### config.mk
export PLATFORM = sky130hd
export DESIGN_NAME = mem_responder
export DESIGN_NICKNAME = d
export VERILOG_FILES = /design/src/rtl/mem_responder.sv
export SDC_FILE = /design/constraint.sdc
export NUM_CORES = 1
export LEC_CHECK = 0
export CAP_MARGIN = 15
export CORE_MARGIN = 2
export CORE_UTILIZATION = 50
export CTS_CLUSTER_SIZE = 10
export DETAILED_ROUTE_END_ITERATION = 8
export DONT_BUFFER_PORTS = 1
export GPL_TIMING_DRIVEN = 0
export PLACE_DENSITY = 0.67
export SLEW_MARGIN = 25
export SYNTH_ARGS = -nofsm -noshare
export SYNTH_HDL_FRONTEND = slang
export SYNTH_SLANG_ARGS = --single-unit
### constraint.sdc
create_clock -name clk -period 6.4 [get_ports clk]
set_clock_uncertainty 0.05 [all_clocks]
set_input_delay 1.6 -clock clk [delete_from_list [all_inputs] [get_ports clk]]
set_output_delay 1.6 -clock clk [all_outputs]
set_load 0.02 [all_outputs]
### src/rtl/mem_responder.sv
// 64-word register memory with a write-protected upper region. Each access is
// captured on one edge and answered (rvalid / wack / err) on the following edge.
module mem_responder #(
    parameter int unsigned DW      = 8,
    parameter logic [5:0]  RO_BASE = 6'd56
) (
    input  logic          clk,
    input  logic          rst_n,
    input  logic          en,
    input  logic          wr,
    input  logic [5:0]    addr,
    input  logic [DW-1:0] wdata,
    output logic [DW-1:0] rdata,
    output logic          rvalid,
    output logic          wack,
    output logic          err,
    output logic [7:0]    wr_count,
    output logic [7:0]    rd_count
);

    logic [DW-1:0] mem_q [64];

    logic          rd_req;
    logic          wr_ok;
    logic          wr_rej;

    // Request stage: what was accepted at the last edge, answered at the next.
    logic          pend_rd_q;
    logic          pend_wok_q;
    logic          pend_rej_q;
    logic [DW-1:0] pend_data_q;

    logic [DW-1:0] rdata_q;
    logic [DW-1:0] rdata_d;
    logic          rvalid_q;
    logic          wack_q;
    logic          err_q;
    logic [7:0]    wr_count_q;
    logic [7:0]    wr_count_d;
    logic [7:0]    rd_count_q;
    logic [7:0]    rd_count_d;

    assign rd_req = en & ~wr;
    assign wr_ok  = en & wr & (addr < RO_BASE);
    assign wr_rej = en & wr & (addr >= RO_BASE);

    // Counters advance together with their response pulse, so a response
    // cancelled by reset is never counted.
    always_comb begin
        wr_count_d = wr_count_q;
        rd_count_d = rd_count_q;
        rdata_d    = rdata_q;
        if (pend_wok_q && (wr_count_q != 8'hFF)) begin
            wr_count_d = wr_count_q + 8'd1;
        end
        if (pend_rd_q && (rd_count_q != 8'hFF)) begin
            rd_count_d = rd_count_q + 8'd1;
        end
        if (pend_rd_q) begin
            rdata_d = pend_data_q;
        end
    end

    always_ff @(posedge clk) begin
        if (!rst_n) begin
            for (int i = 0; i < 64; i++) begin
                mem_q[i] <= '0;
            end
            pend_rd_q   <= 1'b0;
            pend_wok_q  <= 1'b0;
            pend_rej_q  <= 1'b0;
            pend_data_q <= '0;
            rdata_q     <= '0;
            rvalid_q    <= 1'b0;
            wack_q      <= 1'b0;
            err_q       <= 1'b0;
            wr_count_q  <= 8'd0;
            rd_count_q  <= 8'd0;
        end else begin
            if (wr_ok) begin
                mem_q[addr] <= wdata;
            end
            pend_rd_q  <= rd_req;
            pend_wok_q <= wr_ok;
            pend_rej_q <= wr_rej;
            if (rd_req) begin
                pend_data_q <= mem_q[addr];
            end
            rdata_q    <= rdata_d;
            rvalid_q   <= pend_rd_q;
            wack_q     <= pend_wok_q;
            err_q      <= pend_rej_q;
            wr_count_q <= wr_count_d;
            rd_count_q <= rd_count_d;
        end
    end

    assign rdata    = rdata_q;
    assign rvalid   = rvalid_q;
    assign wack     = wack_q;
    assign err      = err_q;
    assign wr_count = wr_count_q;
    assign rd_count = rd_count_q;

endmodule

==> results.cfg, run 1 <==
[placed_design]
pre_cts_slack_ns = 1.13
place.gp.congestion = 1.05
port_buffers = 0
dp_hpwl_mm = 62.3

[route]
drtPass1Iterations = 6
drc = 0
totalWireLength_mm = 92.4
vias_per_cell = 6.53
postRouteAntennaNets = 0
wl_per_cell_um = 34.1
drt_iter0_drc = 2964
vias = 17700

[floorplan]
row_count = 81
fp.dieW_um = 227
dieHeight_um = 227
ios = 45
start_util_pct = 50.8
die_area_mm2 = 0.0516
coreArea_mm2 = 0.0491

[sta]
setup_viol_count_final = 0
tns_ns = 0
period_needed_ns = 4.78
finalCritPeriodShare_pct = 74.6
final_max_slew_viol_count = 0
timing.final.ws_setup_ns = 1.62
max-slew-margin-rel_pct = 18.1
tightest_slew_ns = 1.23
clock.fmax_mhz = 209
rsz0062_at_grt = no
hold_viol = 0

[final_layout]
drive_gt1_share_pct = 11.3
nFillCells = 4036
multi_input_area_mm2 = 0.00828
area_delta_synth_final_pct = 12.3
register_area_mm2 = 0.0161
layout.nets = 2027

[clocking]
path_clk_slew_ns = 0.06
ctsHoldBuffers = 0
post_cts_buffers = 0
cts.sinks = 550
ctsResizeCount = 0
numCtsBuffers = 66
clockRootBuffer = clkbuf_16
cts_buffer_depth = 3
htreeDepth = 3
worstSkewPairLatency_ns = 0.62
cts_tree = done

[run_status]
status = complete, no violations

[global_route]
antenna_found_initial = 2
overflow = 0
grt_first_pass_wirelength_mm = 128
met2_usage_pct = 53.3
grt_max_degree = 18
grt_util_all_layers_pct = 36.4
grt.busiest_layer = met2
grt_pass1_vias = 17400
gr-usage-met1_pct = 46.0
use_met3_pct = 13.3

[setup_path]
startpoint_type = input pin
slowest_stage = o21ai_1
critPathTopFamily = buffers and inverters
worst-setup-path-type = in2reg
cpMostUsedCell = buf_4
worstPathMaxFanout = 10
required_ns = 6.67
end_kind = flip-flop
arrival_ns = 5.05
path_buf_inv = 6
max_stage_delay_ns = 0.69
path_cells = buf_2 > buf_4 > buf_2 > buf_4 > nand2_1 > clkbuf_1 > o21ai_1 > buf_4

[yosys]
syn_area_mm2 = 0.0249
ys_async_sr_fraction_pct = 0
synth_edf_count = 512
postSynthCellCount = 1866
ys.warnings.count = 0
synth.distinct_cells = 63
ys.flop_type = edfxtp_1
synth_seq_cells = 550
avgSynthCellArea_um2 = 13.3
ys_seq_area_share_pct = 64.8

[job]
cap_violations = 0

[power_and_ir_drop]
peakVddDrop_v = 0.000204
p_leak_uw = 0.00976
p_switching_uw = 2070
power_frac_seq_pct = 50.2
power_switching_share_pct = 24.8
clockPowerShare_pct = 41.3
power_density_mw_per_mm2 = 298
combPwrFrac_pct = 8.6
p_int_uw = 6270

[min_path]
hp-class = reg2reg
-- area by class of cell --
class                           count  share of cell area (%)
Buffer                            147                    2.40
Timing Repair Buffer               10                   0.269
Multi-Input combinational cell   1216                    29.6
Tap cell                          664                    2.97
Antenna cell                        1                 0.00895
Sequential cell                   550                    57.7
Inverter                           16                   0.215
Clock buffer                      100                    6.55
Clock inverter                      8                   0.269
-- power by group through the flow --
stage	clock (µW)	sequential [µW]	combinational, µW
floorplan	0	4220	358
global placement	0	4250	663
global route	3560	4190	713
CTS	3430	4180	674
detailed placement	0	4250	672
finish	3440	4180	713
-- cell usage after synthesis (all sizes together) (26+ instances only) --
| cell type | number | area share (%) |
|---|---|---|
| clkbuf | 90 | 1.4 |
| mux2 | 46 | 2.1 |
| o22ai | 26 | 0.65 |
| mux4 | 33 | 3.0 |
| dfxtp | 38 | 3.1 |
| mux2i | 71 | 2.9 |
| a21oi | 46 | 0.92 |
| nand2 | 46 | 0.69 |
| a221oi | 48 | 1.7 |
| buf | 57 | 1.3 |
| o21ai | 94 | 1.9 |
| a22oi | 39 | 1.2 |
| and2 | 456 | 11 |
| nor2 | 114 | 1.7 |
| edfxtp | 512 | 62 |
-- state kept, by name, indices dropped and copies added (netlist names), 8 cells and up --
register     flops
mem_q          512
pend_data_q      8
rd_count         8
rdata            8
wr_count         8
-- kinds of logic after synthesis --
group	after synthesis	synth area share, %
AOI/OAI and AO/OA	318	8.60
xor gates and xnor gates	10	0.352
adders and majority gates	2	0.100
buffers and inverters	163	2.92
DFF	550	64.8
muxes	150	7.92
other	1	0.0151
and+or+nand+nor	672	15.3
-- worst paths after layout --
path / from / depth (start not counted) / endpoint / slack (ns)
max: addr[2] / 8 / mem_q[54][4] / 1.62
min: pend_rej_q / 1 / err / 0.40
max reg2reg: mem_q[46][6] / 6 / pend_data_q[6] / 3.88
min reg2reg: pend_rej_q / 1 / err / 0.40
-- routing by layer --
metal	wire length (µm)	part of all wire, %
met4	6890	7.5
met2	39300	43
met5	60	0.065
met1	33000	36
met3	13100	14
-- metrics by stage --
| step | power, µW | std cells | cell area [µm²] | hold slack, ns | utilization (%) |
|---|---|---|---|---|---|
| 4_1_cts | 8280 | 2711 | 28000 | 0.402 | 57.0 |
| 3_3_place_gp | 4910 | 2593 | 26000 | 0.369 | 52.9 |
| 6_report | 8340 | 2712 | 28000 | 0.404 | 57.0 |
| 3_5_place_dp | 4920 | 2603 | 26000 | 0.381 | 53.1 |
| 5_1_grt | 8470 | 2711 | 28000 | 0.409 | 57.0 |
| 2_1_floorplan | 4580 | 1929 | 25100 | 0.362 | - |
-- placed cells by master (no fill, tap or decap), types with 13 or more instances in the layout --
master,count
a21oi_1,46
a221oi_1,47
a22oi_1,39
and2_1,456
buf_2,38
buf_4,22
clkbuf_1,116
clkbuf_16,67
conb_1,64
dfxtp_1,38
edfxtp_1,512
inv_1,13
mux2_2,43
mux2i_1,71
mux4_2,33
nand2_1,46
nand3_1,18
nor2_1,112
o21ai_0,37
o21ai_1,56
o22ai_1,26
Note: power is estimated with default switching activity, not from simulation.
==> run 2: changes to the inputs <==
Settings changed: PLACE_DENSITY 0.67 to 0.7.
Clock period 6.4 ns to 4.2 ns, I/O delays scaled along.
==> run 2 against run 1 <==
Against the previous run: the flow now finishes with violations (setup timing); clock power increased by 52%; flip-flop and latch count unchanged; combinational power increased by 54%; non-clock buffer count increased by 3; total power increased by 52%; largest cell class unchanged.
==> results.cfg, run 2 (synthesis gave the netlist of run 1 again) <==
[floorplan]
die_area_mm2 = 0.0516
start_util_pct = 50.8
fp.dieW_um = 227
row_count = 81
ios = 45
dieHeight_um = 227
coreArea_mm2 = 0.0491

[global_route]
overflow = 0
grt_first_pass_wirelength_mm = 128
grt_max_degree = 18
grt_util_all_layers_pct = 36.6
grt_pass1_vias = 17100
antenna_found_initial = 4

[route]
vias_per_cell = 6.56
vias = 17700
drc = 0
drtPass1Iterations = 6
totalWireLength_mm = 93.0
postRouteAntennaNets = 0
drt_iter0_drc = 2999
wl_per_cell_um = 34.4

[min_path]
min_path_cells = 1
hp-class = reg2reg

[power_and_ir_drop]
p_switching_uw = 3090
p_int_uw = 9610
clockPowerShare_pct = 41.2
power_frac_seq_pct = 50.2
total_power_uw = 12700
p_leak_uw = 0.00977
combPwrFrac_pct = 8.6
power_density_mw_per_mm2 = 454
power_switching_share_pct = 24.4
peakVddDrop_v = 0.000328

[sta]
timing.final.ws_setup_ns = -0.0913
finalCritPeriodShare_pct = 102
hold_viol = 0
final_max_slew_viol_count = 0
tightest_slew_ns = 1.23
timing.hold.ws_ns = 0.393
clock.fmax_mhz = 233
rsz0062_at_grt = no
max-slew-margin-rel_pct = 17.9
setup_viol_count_final = 2
period_needed_ns = 4.29

[final_layout]
largest_reg_flops = 512
area_delta_synth_final_pct = 12.3
drive_gt1_share_pct = 11.4
top_register = mem_q
final_cell_mix = edfxtp_1, and2_1, nor2_1, clkbuf_1
final_common_cell = edfxtp_1
layout.nets = 2030
instances_no_fill = 2702

[clocking]
ctsHoldBuffers = 0
worstSkewPairLatency_ns = 0.62
htreeDepth = 3
ctsResizeCount = 0
post_cts_buffers = 0
cts_buffer_depth = 3
cts_tree = done
cts.sinks = 550
path_clk_slew_ns = 0.06
numCtsBuffers = 66
clockRootBuffer = clkbuf_16

[placed_design]
dp_hpwl_mm = 62.8
port_buffers = 0
place.gp.congestion = 1.03
dp_cells = 2605

[job]
cap_violations = 0

[setup_path]
worstPathMaxFanout = 10
end_kind = flip-flop
path_cells = buf_2 > buf_4 > buf_2 > buf_2 > buf_1 > a31oi_1 > nand3_1 > a21oi_1 > a31oi_1
rr_worst_depth = 5
startpoint_type = input pin
worst-setup-path-type = in2reg
cpMostUsedCell = buf_2
required_ns = 4.66
slowest_stage = buf_1
arrival_ns = 4.75
max_stage_delay_ns = 0.82

[run_status]
status = finished, violations left
failed_checks = setup timing
==> run 2: layout make-up <==
| class | count | area [µm²] |
|---|---|---|
| Sequential cell | 550 | 16100 |
| Clock inverter | 3 | 21.3 |
| Tap cell | 664 | 831 |
| Fill cell | 4013 | 21100 |
| Multi-Input combinational cell | 1216 | 8280 |
| Timing Repair Buffer | 13 | 101 |
| Inverter | 16 | 60.1 |
| Buffer | 147 | 672 |
| Antenna cell | 1 | 2.50 |
| Clock buffer | 92 | 1870 |
==> run 2: path summary, 6_finish.rpt <==
check / start / to / slack (ns)
hold reg to reg: pend_rej_q / err / 0.39
setup reg to reg: mem_q[5][0] / pend_data_q[0] / 1.65
hold / removal: pend_rej_q / err / 0.39
setup / recovery: addr[1] / pend_data_q[6] / -0.09
==> run 2: metrics by stage <==
step           cell area (µm²)  setup WS (ns)  setup TNS [ns]  utilization, %
2_1_floorplan            25100           1.06               0               -
3_3_place_gp             26000          -1.03         -183.14            52.9
3_5_place_dp             26100         -0.419          -54.47            53.1
4_1_cts                  27900          0.218               0            57.0
5_1_grt                  28000          0.116               0            57.0
6_report                 28000        -0.0913          -0.132            57.0
==> run 2: power groups by stage <==
stage / Combinational, µW / Clock (µW) / Sequential [µW]
final: 1100 / 5230 / 6370
after global routing: 1090 / 5420 / 6390
after CTS: 1030 / 5200 / 6370
after detailed placement: 1030 / 0 / 6480
after global placement: 1010 / 0 / 6470
after floorplan: 546 / 0 / 6430
==> run 2: per-layer routing <==
layer | vias up | part of all wire [%] | global-route usage, %
met5 | - | 0.030 | 0
met4 | 4 | 6.8 | 20.5
met3 | 383 | 14 | 13.3
met2 | 1518 | 43 | 54.2
met1 | 8729 | 36 | 46.8
li1 | 7100 | - | -
==> run 2: critical path, delay by kind of cell <==
kind / cells / cell delay [ns]
AO/OA/AOI/OAI: 3 / 0.83
buffers and inverters: 5 / 2.49
AND/OR/NAND/NOR: 1 / 0.34
==> run 3: changes to the inputs <==
Settings changed: CORE_MARGIN 2 to 4, CORE_UTILIZATION 50 to 45, PLACE_DENSITY 0.7 to 0.64, SLEW_MARGIN 25 to 10.
==> run 3 against run 2 <==
Against the previous run: the run still ends with setup timing left; clock-buffer cell count rose by 4; critical path depth shrank 2; die area increased by 15%; maximum frequency rose by 1.6%; total power rose by 0.14%; non-clock buffer count up 22; first-iteration DRC count down 1.5%; critical endpoint is now mem_q[38][5]; final area rose by 0.84%; global-route usage fell by 4.6 points; largest power group unchanged; sequential share of layout area is 0.48 points lower; combinational power is essentially flat; sequential power hardly changed.
==> results.cfg, run 3 (synthesis gave the netlist of run 1 again) <==
[final_layout]
largest_reg_flops = 512
top_register = mem_q
drive_gt1_share_pct = 12.1
instances_no_fill = 2808
area_delta_synth_final_pct = 13.3
layout.nets = 2052
final_common_cell = edfxtp_1
final_cell_mix = edfxtp_1, and2_1, clkbuf_1, nor2_1

[setup_path]
rr_worst_depth = 6
worstPathMaxFanout = 10
startpoint_type = input pin
path_buf_inv = 5
arrival_ns = 4.39
path_cells = buf_2 > buf_4 > buf_2 > buf_4 > nand2_1 > clkbuf_1 > o21ai_1
required_ns = 4.37
critPathTopFamily = buffers and inverters
max_stage_delay_ns = 0.91
slowest_stage = o21ai_1
end_kind = flip-flop
worst-setup-path-type = in2reg
r2r-start = mem_q[21][6]
regToRegSetupSlack_ns = 1.60
r2r-end = pend_data_q[6]

[clocking]
ctsResizeCount = 1
clockRootBuffer = clkbuf_16
htreeDepth = 3
cts_buffer_depth = 3
cts.sinks = 550
cts_tree = done
worstSkewPairLatency_ns = 0.61
numCtsBuffers = 66
path_clk_slew_ns = 0.06
ctsHoldBuffers = 0
post_cts_buffers = 0

[global_route]
grt_util_all_layers_pct = 32.0
antenna_found_initial = 6
grt_first_pass_wirelength_mm = 132
overflow = 0
grt_max_degree = 18
grt_pass1_vias = 16900

[route]
drt_iter0_drc = 2955
drc = 0
totalWireLength_mm = 95.7
drtPass1Iterations = 6
vias = 17600
wl_per_cell_um = 34.1
postRouteAntennaNets = 0
vias_per_cell = 6.27

[floorplan]
start_util_pct = 45.8
coreArea_mm2 = 0.0543
row_count = 85
die_area_mm2 = 0.0592
ios = 45
fp.dieW_um = 243
dieHeight_um = 243

[sta]
max-slew-margin-rel_pct = 14.1
period_needed_ns = 4.22
tns_ns = -0.120
timing.final.ws_setup_ns = -0.0223
final_max_slew_viol_count = 0
finalCritPeriodShare_pct = 101
clock.fmax_mhz = 237
hold_viol = 0
tightest_slew_ns = 1.29
timing.hold.ws_ns = 0.395
setup_viol_count_final = 8
rsz0062_at_grt = no

[job]
cap_violations = 0

[placed_design]
port_buffers = 0
place.gp.congestion = 1.02
dp_cells = 2701
dp_hpwl_mm = 65.7

[power_and_ir_drop]
peakVddDrop_v = 0.000305
total_power_uw = 12700
power_density_mw_per_mm2 = 451
p_leak_uw = 0.00986

[run_status]
failed_checks = setup timing
status = finished, violations left

[min_path]
min_path_cells = 1
min_to = err
hp-start = pend_rej_q
hp-class = reg2reg
run 3: cell types whose count changed in the layout (fill, tap and decap cells not counted), moves of 4 or more:
cell      before  now
buf_2         38   55
buf_4         24   28
o21ai_0       37   59
clkbuf_2       4    0
o21ai_1       56   35
clkbuf_1     106  115
run 3: how the worst max path moves through the flow:
stage | from | endpoint | slack, ns | cells after the start
after floorplan | addr[2] | mem_q[14][0] | 1.06 | 7
after global placement | addr[2] | mem_q[46][0] | -1.06 | 7
after detailed placement | addr[2] | mem_q[22][7] | -0.71 | 7
after CTS | addr[2] | mem_q[20][1] | 0.09 | 6
after global routing | addr[2] | mem_q[14][1] | 0.09 | 8
final | addr[2] | mem_q[38][5] | -0.02 | 7
run 3: power breakdown:
group | total (µW) | internal [µW] | switching [µW]
logic | 1110 | 288 | 822
registers | 6370 | 6270 | 98.0
clock network | 5240 | 3050 | 2180
run 3: layout make-up:
class                      count  area, µm²
sequential                   550      16100
tap                          739        925
timing repair buffer          35        231
buffer                       147        667
clock buffer                  96       1870
clock inverter                 6       30.0
multi-input combinational   1216       8270
inverter                      16       60.1
fill                        4663      26100
antenna                        3       7.51
run 3: routing by layer:
| metal | track usage [%] | up-vias | routed length, µm |
|---|---|---|---|
| li1 | - | 7154 | - |
| met1 | 43.3 | 8841 | 37100 |
| met3 | 10.2 | 311 | 12000 |
| met4 | 15.8 | 2 | 5920 |
| met2 | 46.8 | 1294 | 40700 |
| met5 | 0 | - | 13 |
run 3: per-stage QoR:
step / utilization (%) / cell area, µm² / setup WS, ns
after floorplan: - / 25100 / 1.06
after global placement: 47.9 / 26100 / -1.06
after detailed placement: 48.4 / 26300 / -0.710
after CTS: 51.9 / 28200 / 0.0944
after global routing: 51.9 / 28200 / 0.0889
final: 51.9 / 28200 / -0.0223
==> RTL edit: new RTL, flow settings as in run 3 <==
`DW`: 8 -> 12.
--- a/src/rtl/mem_responder.sv
+++ b/src/rtl/mem_responder.sv
@@ -1,7 +1,7 @@
 // 64-word register memory with a write-protected upper region. Each access is
 // captured on one edge and answered (rvalid / wack / err) on the following edge.
 module mem_responder #(
-    parameter int unsigned DW      = 8,
+    parameter int unsigned DW      = 12,
     parameter logic [5:0]  RO_BASE = 6'd56
 ) (
     input  logic          clk,
Ports: changed (resized rdata and wdata); port bits go from 45 to 53. The function was not compared with the original's and may differ.
==> RTL edit against run 3 <==
- the run still ends with setup timing left
- sequential cell count grew 264
- design area up 48%
- synthesized cell count up 42%
- first-iteration DRC count grew 38%
- wire length rose by 60%
- setup slack worse by 0.14 ns
- total power up 46%
- area after synthesis is 47% higher
- final cell count is 42% higher
- critical path depth increased by 1
- largest cell class unchanged
- highest routed layer unchanged
==> RTL edit: results (changes against run 3) <==
[clock_network]
cts_buffers = 93  ; was 66
cts_resized = 2  ; was 1
clock_latency_ns = 0.67  ; was 0.61 ns

[run_status]
failed_checks = setup timing  ; unchanged
status = finished with violations  ; unchanged

[place]
hpwl_mm = 104  ; was 65.7 mm

[sta]
setup_violations = 18  ; was 8
post-route-period-util_pct = 104  ; was 101%
timing.final.ws_setup_ns = -0.163  ; was -0.0223 ns

[synthesis]
synth.area.top_cells = edfxtp_1 63%, and2_1 12%, mux4_2 4.2%  ; was edfxtp_1 62%, and2_1 11%, dfxtp_1 3.1%
synth.avg_cell_area_um2 = 13.7  ; was 13.3 µm²
synthDistinctLibCells = 66  ; was 63
synth_seq_area_share_pct = 65.6  ; was 64.8%
synth_fa_ha_area_share_pct = 0.0685  ; was 0.101%

[global_routing]
grt_antenna_before_repair = 12  ; was 6
met2_usage_pct = 50.8  ; was 46.8%
grt_pass1_vias = 25000  ; was 16900
met1_usage_pct = 44.8  ; was 43.3%
gr-usage-met3_pct = 13.3  ; was 10.2%

[cells_and_area]
nNetsFinal = 2914  ; was 2052
largest_reg_flops = 768  ; was 512
fillers = 6774  ; was 4663
drive_gt1_share_pct = 13.9  ; was 12.1%

[worst_setup_path]
crit_slowest_cell = buf_2  ; was o21ai_1
timing.rr.start = mem_q[29][3]  ; was mem_q[21][6]
reg2reg_slack_ns = 1.66  ; was 1.60 ns

[detailed_routing]
wl_mm = 153  ; was 95.7 mm
wl_met2_mm = 64.4  ; was 40.7 mm
avgRoutedWirePerCell_um = 38.2  ; was 34.1 µm
wl_met3_mm = 22.0  ; was 12.0 mm

[pwr]
leakage_nw = 14.5  ; was 9.86 nW
combinationalPower_mw = 1.73  ; was 1.11 mW
peakVddDrop_v = 0.000361  ; was 0.000305 V

-- RTL edit: cell types whose count changed in the layout (fill, tap and decap cells not counted), sizes merged, moves of 16 or more --
cell    before  now
buf         92  110
mux2i       71   91
a22oi       39   56
nor2       114  130
clkbuf     186  324
edfxtp     512  768
a221oi      48   64
and2       456  680
mux4        33   68
conb        64   96
-- RTL edit: area by class of cell --
cell class	count	share of cell area (%)
diodes	4	0.0241
inverters	13	0.117
multi-input cells	1667	28.8
flip-flops and latches	814	57.6
clock inverters	9	0.168
repair buffers	44	1.34
well taps	1060	3.19
plain buffers	257	2.65
clock buffers	133	6.10
-- RTL edit: metrics by stage --
step	setup WS, ns	instance area, µm²	util (%)	hold slack, ns	setup TNS [ns]
floorplan	0.842	36900	-	0.362	0
global placement	-1.66	38200	47.5	0.381	-849.83
detailed placement	-0.835	39000	48.4	0.396	-177.16
CTS	0.0334	41600	51.6	0.407	0
global route	0.0659	41600	51.7	0.445	0
finish	-0.163	41600	51.7	0.413	-0.529
